<file path="config.mk">
export PLATFORM = sky130hd
export DESIGN_NAME = bcd_display_formatter_flat
export DESIGN_NICKNAME = d
export VERILOG_FILES = /design/src/rtl/bcd_display_formatter_pkg.sv /design/src/rtl/bcd_display_formatter_if.sv /design/src/rtl/bcd_display_formatter_add3.sv /design/src/rtl/bcd_display_formatter.sv /design/src/flat_wrapper.sv
export SDC_FILE = /design/constraint.sdc
export NUM_CORES = 1
export LEC_CHECK = 0
export CORE_ASPECT_RATIO = 1.1
export CORE_MARGIN = 2
export CORE_UTILIZATION = 55
export DETAILED_ROUTE_END_ITERATION = 6
export GPL_TIMING_DRIVEN = 0
export PLACE_DENSITY = 0.8
export SLEW_MARGIN = 0
export SYNTH_ARGS = -nofsm -noshare
export SYNTH_HDL_FRONTEND = slang
export SYNTH_SLANG_ARGS = --single-unit
export TNS_END_PERCENT = 30
</file>
<file path="constraint.sdc">
create_clock -name clk -period 10.1 [get_ports clk]
set_clock_uncertainty 0.15 [all_clocks]
set_input_delay 3.03 -clock clk [delete_from_list [all_inputs] [get_ports clk]]
set_output_delay 3.03 -clock clk [all_outputs]
set_load 0.05 [all_outputs]
</file>
<file path="src/rtl/bcd_display_formatter_pkg.sv">
// Shared types and constants for the BCD/hex display formatter.
package bcd_display_formatter_pkg;

   typedef enum logic [1:0] {
      IDLE = 2'd0,
      CONV = 2'd1,
      FIN  = 2'd2
   } state_t;

   localparam logic [31:0] DEC_MAX    = 32'd99_999_999;
   localparam logic [31:0] SAT_DIGITS = 32'h9999_9999;
   localparam logic [7:0]  EN_RESET   = 8'hFE;

   // Active-low enables with every digit above the most significant nonzero
   // digit switched off; digit 0 always stays lit.
   function automatic logic [7:0] blank_en(input logic [31:0] bcd);
      logic [7:0] en;
      logic       seen;
      en   = 8'h00;
      seen = 1'b0;
      for (int k = 7; k >= 0; k--) begin
         if (bcd[4*k +: 4] != 4'h0) seen = 1'b1;
         en[k] = ~seen;
      end
      en[0] = 1'b0;
      return en;
   endfunction

endpackage

</file>
<file path="src/rtl/bcd_display_formatter_if.sv">
// Request/result bundle between a requester and the display formatter.
interface bcd_display_formatter_if #(
   parameter int WIDTH = 32
);
   logic             start;
   logic             hexmode;
   logic             blank;
   logic [WIDTH-1:0] value;
   logic [31:0]      digits;
   logic [7:0]       en;
   logic             busy;
   logic             done;
   logic             ovf;

   modport master (
      output start, hexmode, blank, value,
      input  digits, en, busy, done, ovf
   );

   modport slave (
      input  start, hexmode, blank, value,
      output digits, en, busy, done, ovf
   );
endinterface

</file>
<file path="src/rtl/bcd_display_formatter_add3.sv">
// Double-dabble digit correction: add 3 to a BCD digit of 5 or more.
module bcd_add3 (
   input  logic [3:0] din,
   output logic [3:0] dout
);
   assign dout = (din >= 4'd5) ? din + 4'd3 : din;
endmodule

</file>
<file path="src/rtl/bcd_display_formatter.sv">
// Formats a binary value for an 8-digit seven-segment display, either as
// hex nibbles or as decimal BCD digits (double-dabble), with optional
// leading-zero blanking and decimal overflow saturation.
//
// state | meaning
// IDLE  | waiting for start; result registers hold the last result
// CONV  | double-dabble, one shift per cycle, WIDTH iterations
// FIN   | write digits/en/ovf, pulse done next cycle, release busy
module bcd_display_formatter
   import bcd_display_formatter_pkg::*;
#(
   parameter int WIDTH = 32
) (
   input logic                    clk,
   input logic                    reset,
   bcd_display_formatter_if.slave bus
);

   localparam int                CNT_W    = (WIDTH > 1) ? $clog2(WIDTH) : 1;
   localparam logic [CNT_W-1:0]  CNT_LAST = CNT_W'(WIDTH - 1);

   state_t           state_q,  state_d;
   logic [CNT_W-1:0] cnt_q,    cnt_d;
   logic [WIDTH-1:0] shift_q,  shift_d;
   logic [31:0]      bcd_q,    bcd_d;
   logic             hex_q,    hex_d;
   logic             blank_q,  blank_d;
   logic             sat_q,    sat_d;
   logic [31:0]      digits_q, digits_d;
   logic [7:0]       en_q,     en_d;
   logic             ovf_q,    ovf_d;
   logic             busy_q,   busy_d;
   logic             done_q,   done_d;

   logic [31:0]         bcd_adj;
   logic [WIDTH+31:0]   dd_shifted;
   logic [31:0]         result;

   for (genvar g = 0; g < 8; g++) begin : g_add3
      bcd_add3 u_add3 (
         .din  (bcd_q[4*g +: 4]),
         .dout (bcd_adj[4*g +: 4])
      );
   end

   // Corrected BCD and binary shift as one register pair, and the final word.
   always_comb begin
      dd_shifted = {bcd_adj, shift_q} << 1;
      result     = hex_q ? 32'(shift_q) : bcd_q;
   end

   // Next-state and output logic.
   always_comb begin
      state_d  = state_q;
      cnt_d    = cnt_q;
      shift_d  = shift_q;
      bcd_d    = bcd_q;
      hex_d    = hex_q;
      blank_d  = blank_q;
      sat_d    = sat_q;
      digits_d = digits_q;
      en_d     = en_q;
      ovf_d    = ovf_q;
      busy_d   = busy_q;
      done_d   = 1'b0;

      case (state_q)
         IDLE: begin
            if (bus.start) begin
               shift_d = bus.value;
               bcd_d   = '0;
               cnt_d   = '0;
               hex_d   = bus.hexmode;
               blank_d = bus.blank;
               sat_d   = !bus.hexmode && (64'(bus.value) > 64'(DEC_MAX));
               busy_d  = 1'b1;
               state_d = (bus.hexmode || sat_d) ? FIN : CONV;
            end
         end
         CONV: begin
            bcd_d   = dd_shifted[WIDTH+31:WIDTH];
            shift_d = dd_shifted[WIDTH-1:0];
            cnt_d   = cnt_q + CNT_W'(1);
            if (cnt_q == CNT_LAST) begin
               cnt_d   = '0;
               state_d = FIN;
            end
         end
         FIN: begin
            if (sat_q) begin
               digits_d = SAT_DIGITS;
               en_d     = 8'h00;
               ovf_d    = 1'b1;
            end else begin
               digits_d = result;
               en_d     = blank_q ? blank_en(result) : 8'h00;
               ovf_d    = 1'b0;
            end
            busy_d  = 1'b0;
            done_d  = 1'b1;
            state_d = IDLE;
         end
         default: state_d = IDLE;
      endcase
   end

   // State and result registers; reset aborts any conversion in flight.
   always_ff @(posedge clk or posedge reset) begin
      if (reset) begin
         state_q  <= IDLE;
         cnt_q    <= '0;
         shift_q  <= '0;
         bcd_q    <= '0;
         hex_q    <= 1'b0;
         blank_q  <= 1'b0;
         sat_q    <= 1'b0;
         digits_q <= '0;
         en_q     <= EN_RESET;
         ovf_q    <= 1'b0;
         busy_q   <= 1'b0;
         done_q   <= 1'b0;
      end else begin
         state_q  <= state_d;
         cnt_q    <= cnt_d;
         shift_q  <= shift_d;
         bcd_q    <= bcd_d;
         hex_q    <= hex_d;
         blank_q  <= blank_d;
         sat_q    <= sat_d;
         digits_q <= digits_d;
         en_q     <= en_d;
         ovf_q    <= ovf_d;
         busy_q   <= busy_d;
         done_q   <= done_d;
      end
   end

   assign bus.digits = digits_q;
   assign bus.en     = en_q;
   assign bus.ovf    = ovf_q;
   assign bus.busy   = busy_q;
   assign bus.done   = done_q;

endmodule

</file>
<file path="src/flat_wrapper.sv">
// flat-port wrapper written by rule: the top's interface ports become plain ports
module bcd_display_formatter_flat import bcd_display_formatter_pkg::*;
#(
   parameter int WIDTH = 32
)
  (clk, reset, bus_start, bus_hexmode, bus_blank, bus_value, bus_digits, bus_en, bus_busy, bus_done, bus_ovf);
  bcd_display_formatter_if #(.WIDTH(WIDTH)) bus_i ();
  input logic clk;
  input logic reset;
  input wire logic [$bits(bus_i.start)-1:0] bus_start;
  input wire logic [$bits(bus_i.hexmode)-1:0] bus_hexmode;
  input wire logic [$bits(bus_i.blank)-1:0] bus_blank;
  input wire logic [$bits(bus_i.value)-1:0] bus_value;
  output wire logic [$bits(bus_i.digits)-1:0] bus_digits;
  output wire logic [$bits(bus_i.en)-1:0] bus_en;
  output wire logic [$bits(bus_i.busy)-1:0] bus_busy;
  output wire logic [$bits(bus_i.done)-1:0] bus_done;
  output wire logic [$bits(bus_i.ovf)-1:0] bus_ovf;
  assign bus_i.start = bus_start;
  assign bus_i.hexmode = bus_hexmode;
  assign bus_i.blank = bus_blank;
  assign bus_i.value = bus_value;
  assign bus_digits = bus_i.digits;
  assign bus_en = bus_i.en;
  assign bus_busy = bus_i.busy;
  assign bus_done = bus_i.done;
  assign bus_ovf = bus_i.ovf;
  bcd_display_formatter #(.WIDTH(WIDTH)) u_core (.clk(clk), .reset(reset), .bus(bus_i));
endmodule
</file>
==> key figures, run 1 <==
Die
  • Die Ht: 111 µm
  • Std cell rows: 39
  • Number of I/O pins: 80
  • Area of the core: 10300 µm²
  • DIE WIDTH: 102 µm
  • Total die area: 11300 µm²
  • Starting density of the core: 55.9%

Clock network
  • Maximum clock path buffer count: 2
  • TritonCTS clock tree: built
  • Number of buffers created by CTS: 17
  • Postcts setup bufs: 0
  • Clock latency of the later-clocked register in the worst-skew pair: 0.42 ns
  • Worst-path clk slew: 0.05 ns
  • Post-CTS sizing: 0
  • Clk root buf: sky130_fd_sc_hd__clkbuf_16
  • Clock sink count: roughly 120
  • Post-cts hold buffer count: 0
  • Clock H-tree levels: 4

Place
  • Detailed placement HPWL: 11300 µm
  • Final weighted congestion in routability-driven placement: approximately 0.86
  • Number of buffers added on ports: 78
  • Placed Cells: 829

Drt
  • Mean number of vias per cell: 6.10
  • Total Routed Length: between 15000 and 20000 µm
  • Number of DRC violations after detailed routing: 0
  • Detailed router's first-iteration violation count: 493
  • Total via count after detailed routing: 5245
  • Routed length per instance: 19.7 µm
  • Router iterations before antenna repair: 7
  • Post-route antenna net violation count: 0

Synthesis
  • Distinct cell type count after synthesis: 48
  • Synthesized netlist net count: roughly 660
  • Dominant register cell in the synthesized netlist: sky130_fd_sc_hd__dfrtp_1
  • Sequential area share after synthesis: between 50% and 60%
  • Post-Syn Area per Cell: 9.48 µm²
  • Proportion of synthesized flip-flops having asynchronous set or reset: 100%
  • Gate count after technology mapping: 607
  • Warnings from Yosys: 0
  • Post-synth EDFFs: 0
  • Area of the mapped netlist: between 5000 and 6000 µm²
  • Synthesized flop and latch total: ~120

Worst hold path
  • Type of the most critical hold path: register to register
  • Cell depth of the worst hold path: 2
  • Hold path startpoint: u_core.bus.en[7]$_DFFE_PP1P_

Timing
  • Crit path time final: 4.95 ns
  • RSZ-0062 raised after global routing: false
  • Period utilisation layout: between 40% and 50%
  • Max-slew headroom at the worst pin: 46.9%
  • Number of failing hold endpoints at the final stage: 0
  • Number of pins exceeding their max-slew limit in the final report: 0
  • Least-Margin Pin Slew: roughly 0.8 ns
  • Fmax: 202 MHz
  • Final setup TNS: 0 ns
  • Setup Viol. Count Final: 0

GRT
  • Vias in the first global route: 5155
  • Total congestion overflow after global routing: 0
  • Combined global-route utilization of all metal layers: 31.1%
  • Maximum number of pins on one net before global-route repair: 66
  • Number of antenna violations at the first check in global routing: 0
  • First-pass GRT wire length: roughly 27000 µm

Setup path
  • Worst Path Class, Setup: register to output pin
  • CP delay by family, top: buffers and inverters
  • Origin of the worst setup path: u_core.bus.en[5]$_DFFE_PP1P_
  • Number of buffers and inverters on the critical path: 1
  • Arr. time, crit path: 1.77 ns
  • Maximum fanout along the worst path: 2
  • Worst R2R Path Depth: 7
  • Critical path depth in cells: 1
  • Critical path data required time: 6.92 ns
  • Crit end category: output pin
  • Critical R2R Launch: u_core.state_q[1]$_DFFE_PP0P_
  • Stage delay of the slowest cell on the critical path: around 0.8 ns
  • CP max stage cell: sky130_fd_sc_hd__clkdlybuf4s50_1
  • Cell Chain, Critical Path: clkdlybuf4s50_1
  • Startpoint type of the worst setup path: register

Layout
  • FILL cells: 743
  • Final antenna diode count: 0
  • Non-filler cells, final: 860
  • Net count, final: 760
  • Layout cell share with drive strength beyond 1: 7.95%
  • Sequential cell area in the final layout: 2910 µm²
  • Area taken by multi-input logic gates: between 2000 and 3000 µm²
  • Synthesis-to-finish area growth: 26.7%

Pwr
  • Maximum ir drop on the vdd rail: 0.114 mV
  • Leakage power: ~3.1 nW
  • Power per cell area: 204 nW/µm²

Flow run
  • Number of maximum-capacitance violations: 0

Outcome
  • Status: complete, no violations
[through the flow]
stage | power [mW] | area (µm²) | hold WS (ns) | setup WS (ns) | util (%)
floorplan | 0.803 | 5750 | 0.315 | 3.86 | -
global placement | 0.929 | 6710 | 0.299 | 2.26 | 65.2
detailed placement | 0.938 | 6740 | 0.306 | 4.87 | 65.5
CTS | 1.49 | 7290 | 0.316 | 5.15 | 70.8
global route | 1.53 | 7290 | 0.334 | 5.04 | 70.8
finish | 1.49 | 7290 | 0.319 | 5.15 | 70.8
[final timing paths]
kind,endpoint,slack [ns]
hold reg to reg,u_core.bus.en[7]$_DFFE_PP1P_,0.32
min in group asynchronous,u_core.shift_q[10]$_DFFE_PP0P_,2.93
setup reg to reg,u_core.bus.digits[22]$_DFFE_PP0P_,7.64
setup / recovery,bus_en[5],5.15
max in group asynchronous,u_core.bus.en[5]$_DFFE_PP1P_,6.08
hold / removal,u_core.bus.en[7]$_DFFE_PP1P_,0.32
[flip-flops by register name, summed over array words and instances, names as in the netlist]
name	count
u_core.bcd_q	32
u_core.blank_q	1
u_core.bus.busy	1
u_core.bus.digits	32
u_core.bus.done	1
u_core.bus.en	7
u_core.bus.ovf	1
u_core.cnt_q	5
u_core.hex_q	1
u_core.sat_q	1
u_core.shift_q	32
u_core.state_q	2
[synthesized netlist by cell type, drive strengths merged, types with 14 or more instances]
master	n	area share [%]
dfrtp	109	47
nand2	99	6.5
nor2	62	4.1
a21oi	44	3.8
o21ai	40	3.5
mux2i	34	5.9
a31oi	30	3.3
inv	20	1.3
clkbuf	19	1.2
buf	18	1.7
ha	18	3.9
o22ai	14	1.5
[worst reg2reg max path: cells and delay by family, from the launching register on]
kind            cells  cell delay [ns]
compound gates      1             0.24
buf+inv             4             1.19
flops               1             0.37
simple gates        2             0.35
[routing by layer]
metal  track usage [%]  vias to the layer above  wire (µm)
met1              39.6                     2552       6670
met4              15.0                        0        692
met5                 0                        -          0
met2              49.4                      280       8240
li1                  -                     2344          -
met3              7.50                       69       1320
[placed cells by master (no fill, tap or decap), drive strengths merged, types with 4 or more instances in the layout]
cell	synthesis	layout
clkdlybuf4s50	0	78
o22ai	14	14
dfrtp	109	109
a22o	5	5
nor3b	7	7
ha	18	18
buf	18	19
nor3	4	4
dfstp	7	7
inv	20	20
a21oi	44	44
nor2	62	62
a32o	9	9
nor4	11	11
nand2b	12	12
o21ai	40	40
o31ai	9	9
clkbuf	19	47
xnor2	8	8
a31oi	30	30
nand2	99	99
mux2i	34	34
[report_power, final]
| group | leakage, nW | switching, mW | internal (mW) |
|---|---|---|---|
| Combinational | 1.44 | 0.240 | 0.127 |
| Clock | 0.267 | 0.200 | 0.350 |
| Sequential | 1.43 | 0.0454 | 0.525 |
[kinds of logic after synthesis]
kind of cell | synth area share [%]
compound gates | 17.1
xor+xnor | 1.52
fa+ha+maj | 3.91
buf+inv | 4.22
flops | 50.6
mux | 6.31
other cells | 0.0652
simple gates | 16.3
[final cells by class]
type | count | share of cell area, %
plain buffers | 37 | 2.30
clock buffers | 28 | 7.23
clock inverters | 3 | 0.240
inverters | 20 | 1.06
multi-input cells | 434 | 35.7
flip-flops and latches | 116 | 40.0
well taps | 143 | 2.46
repair buffers | 79 | 11.1
(Power assumes the default switching activity.)
==> run 2, diff against run 1 <==
==> constraint.sdc (replaced) <==
create_clock -name clk -period 4.9 [get_ports clk]
set_clock_uncertainty 0.15 [all_clocks]
set_input_delay 1.47 -clock clk [delete_from_list [all_inputs] [get_ports clk]]
set_output_delay 1.47 -clock clk [all_outputs]
set_load 0.05 [all_outputs]
==> results of run 2 <==
The final DEF is identical to that of run 1. Status: complete, no violations.
Main changes from that run: setup slack after placement 4.87 ns -> 1.23 ns; setup slack after layout 5.15 ns -> 1.51 ns; register-to-register setup slack 7.64 ns -> 2.44 ns; total power 1.49 mW -> 3.07 mW; worst IR drop on VDD 0.114 mV -> 0.236 mV
==> run 3, diff against run 2 <==
==> constraint.sdc (replaced) <==
create_clock -name clk -period 3.3 [get_ports clk]
set_clock_uncertainty 0.15 [all_clocks]
set_input_delay 0.99 -clock clk [delete_from_list [all_inputs] [get_ports clk]]
set_output_delay 0.99 -clock clk [all_outputs]
set_load 0.05 [all_outputs]
==> key figures, run 3 (synthesized netlist as in run 1, its figures left out) <==
Clock network
  • Post-CTS sizing: 0
  • Clock H-tree levels: 4
  • Number of buffers created by CTS: 17
  • Clock latency of the later-clocked register in the worst-skew pair: 0.41 ns
  • Postcts setup bufs: 0
  • TritonCTS clock tree: built
  • Worst-path clk slew: around 0.050 ns
  • Clock sink count: around 120
  • Post-cts hold buffer count: 0
  • Maximum clock path buffer count: 2
  • Clk root buf: sky130_fd_sc_hd__clkbuf_16

Timing
  • Number of pins exceeding their max-slew limit in the final report: 0
  • Least-Margin Pin Slew: 0.765 ns
  • Crit path time final: 2.90 ns
  • Number of failing hold endpoints at the final stage: 0
  • Final setup TNS: 0 ns
  • Period utilisation layout: 87.8%
  • Setup Viol. Count Final: 0
  • Max-slew headroom at the worst pin: 48.5%
  • Fmax: ~350 MHz
  • RSZ-0062 raised after global routing: false

Setup path
  • CP delay by family, top: buffers and inverters
  • Startpoint type of the worst setup path: register
  • Crit end category: output pin
  • CP max stage cell: sky130_fd_sc_hd__clkdlybuf4s50_1
  • Stage delay of the slowest cell on the critical path: 0.80 ns
  • Critical path depth in cells: 1
  • Arr. time, crit path: 1.76 ns
  • Internal reg-to-reg setup slack: 0.95 ns
  • Cell Chain, Critical Path: clkdlybuf4s50_1
  • Worst R2R Path Depth: 7
  • Critical R2R Launch: u_core.state_q[0]$_DFFE_PP0P_
  • Worst Path Class, Setup: register to output pin
  • Number of buffers and inverters on the critical path: 1
  • Origin of the worst setup path: u_core.bus.en[5]$_DFFE_PP1P_
  • Worst flop-to-flop path endpoint: u_core.bus.digits[25]$_DFFE_PP0P_
  • Critical path data required time: 2.16 ns
  • Maximum fanout along the worst path: 2

GRT
  • Combined global-route utilization of all metal layers: 31.0%
  • Vias in the first global route: approximately 5.3k
  • First-pass GRT wire length: 26700 µm
  • Total congestion overflow after global routing: 0
  • Number of antenna violations at the first check in global routing: 0
  • Maximum number of pins on one net before global-route repair: 42

Pwr
  • Comb power frac: 23.5%
  • Leakage power: ~3.2 nW
  • Switching power summed over all nets: 1.50 mW
  • Seq pwr share: 36.4%
  • Cell internal power dissipation: between 3 and 4 mW
  • Total power consumption of the routed design: 4.79 mW
  • Switching power share of the total: between 30% and 40%
  • Maximum ir drop on the vdd rail: approximately 0.39 mV
  • Clk network pwr share: about two fifths
  • Power per cell area: 648 nW/µm²

Flow run
  • Number of maximum-capacitance violations: 0

Worst hold path
  • Endpoint, Worst Hold: u_core.bus.en[7]$_DFFE_PP1P_
  • Type of the most critical hold path: register to register
  • Cell depth of the worst hold path: 2
  • Hold path startpoint: u_core.bus.en[7]$_DFFE_PP1P_

Drt
  • Total Routed Length: 16900 µm
  • Number of DRC violations after detailed routing: 0
  • Post-route antenna net violation count: 0
  • Router iterations before antenna repair: 5
  • Mean number of vias per cell: a little over 6
  • Total via count after detailed routing: 5263
  • Detailed router's first-iteration violation count: approximately 440
  • Routed length per instance: between 15 and 20 µm

Layout
  • Net count, final: 762
  • Final antenna diode count: 0
  • Synthesis-to-finish area growth: 28.5%
  • Area taken by multi-input logic gates: approximately 2600 µm²
  • Most frequent standard cell in the layout excluding fill and tap cells: sky130_fd_sc_hd__dfrtp_1
  • Sequential cell area in the final layout: between 2000 and 3000 µm²
  • Utilization after layout: between 70% and 80%
  • FILL cells: 734
  • Most frequent cells in the layout: 109 x sky130_fd_sc_hd__dfrtp_1, 99 x sky130_fd_sc_hd__nand2_1, 78 x sky130_fd_sc_hd__clkdlybuf4s50_1, 61 x sky130_fd_sc_hd__nor2_1, 44 x sky130_fd_sc_hd__a21oi_1
  • Final cell area excluding filler cells: 7390 µm²
  • Layout cell share with drive strength beyond 1: 8.61%

Die
  • Number of I/O pins: 80
  • Total die area: 11300 µm²
  • Starting density of the core: 55.9%
  • Die Ht: 111 µm
  • DIE WIDTH: 102 µm
  • Area of the core: around 10000 µm²
  • Std cell rows: 39

Place
  • Detailed placement HPWL: 11500 µm
  • Number of buffers added on ports: 78
  • Final weighted congestion in routability-driven placement: 0.886
  • Standard cell area after detailed placement: 6780 µm²

Outcome
  • Status: complete, no violations
[run 3: power groups by stage]
stage / registers [mW] / logic [mW] / clock network (mW)
2_1_floorplan: 2.10 / 0.363 / 0
3_5_place_dp: 1.76 / 1.12 / 0
4_1_cts: 1.74 / 1.13 / 1.92
6_report: 1.74 / 1.13 / 1.92
3_3_place_gp: 1.75 / 1.09 / 0
5_1_grt: 1.76 / 1.19 / 2.00
[run 3: worst max path at each step]
| stage | slack, ns | endpoint |
|---|---|---|
| floorplan | 0.75 | u_core.bcd_q[0]$_DFFE_PP0P_ |
| global placement | -0.33 | u_core.bus.digits[25]$_DFFE_PP0P_ |
| detailed placement | 0.12 | u_core.bcd_q[24]$_DFFE_PP0P_ |
| CTS | 0.40 | bus_en[5] |
| global route | 0.38 | bus_en[6] |
| finish | 0.40 | bus_en[5] |
[run 3: through the flow]
step           instances  hold slack, ns  setup WS (ns)
4_1_cts              863           0.318          0.399
3_3_place_gp         828           0.299         -0.332
5_1_grt              863           0.340          0.381
3_5_place_dp         831           0.308          0.119
2_1_floorplan        607           0.315          0.752
6_report             863           0.316          0.402
[run 3: cell type report]
cell class / count / share of cell area [%]
inverter: 20 / 1.07
tap: 143 / 2.42
multi-input combinational: 434 / 35.1
clock inverter: 10 / 2.08
buffer: 37 / 2.27
clock buffer: 22 / 6.28
sequential: 116 / 39.4
timing repair buffer: 81 / 11.4
[run 3: metal layers]
layer  up-vias  GRT usage, %  wire length [µm]
li1       2335             -                 -
met5         -             0                 0
met1      2584          39.4              6710
met3        61          8.07              1240
met4         0          14.9               662
met2       283          48.9              8240
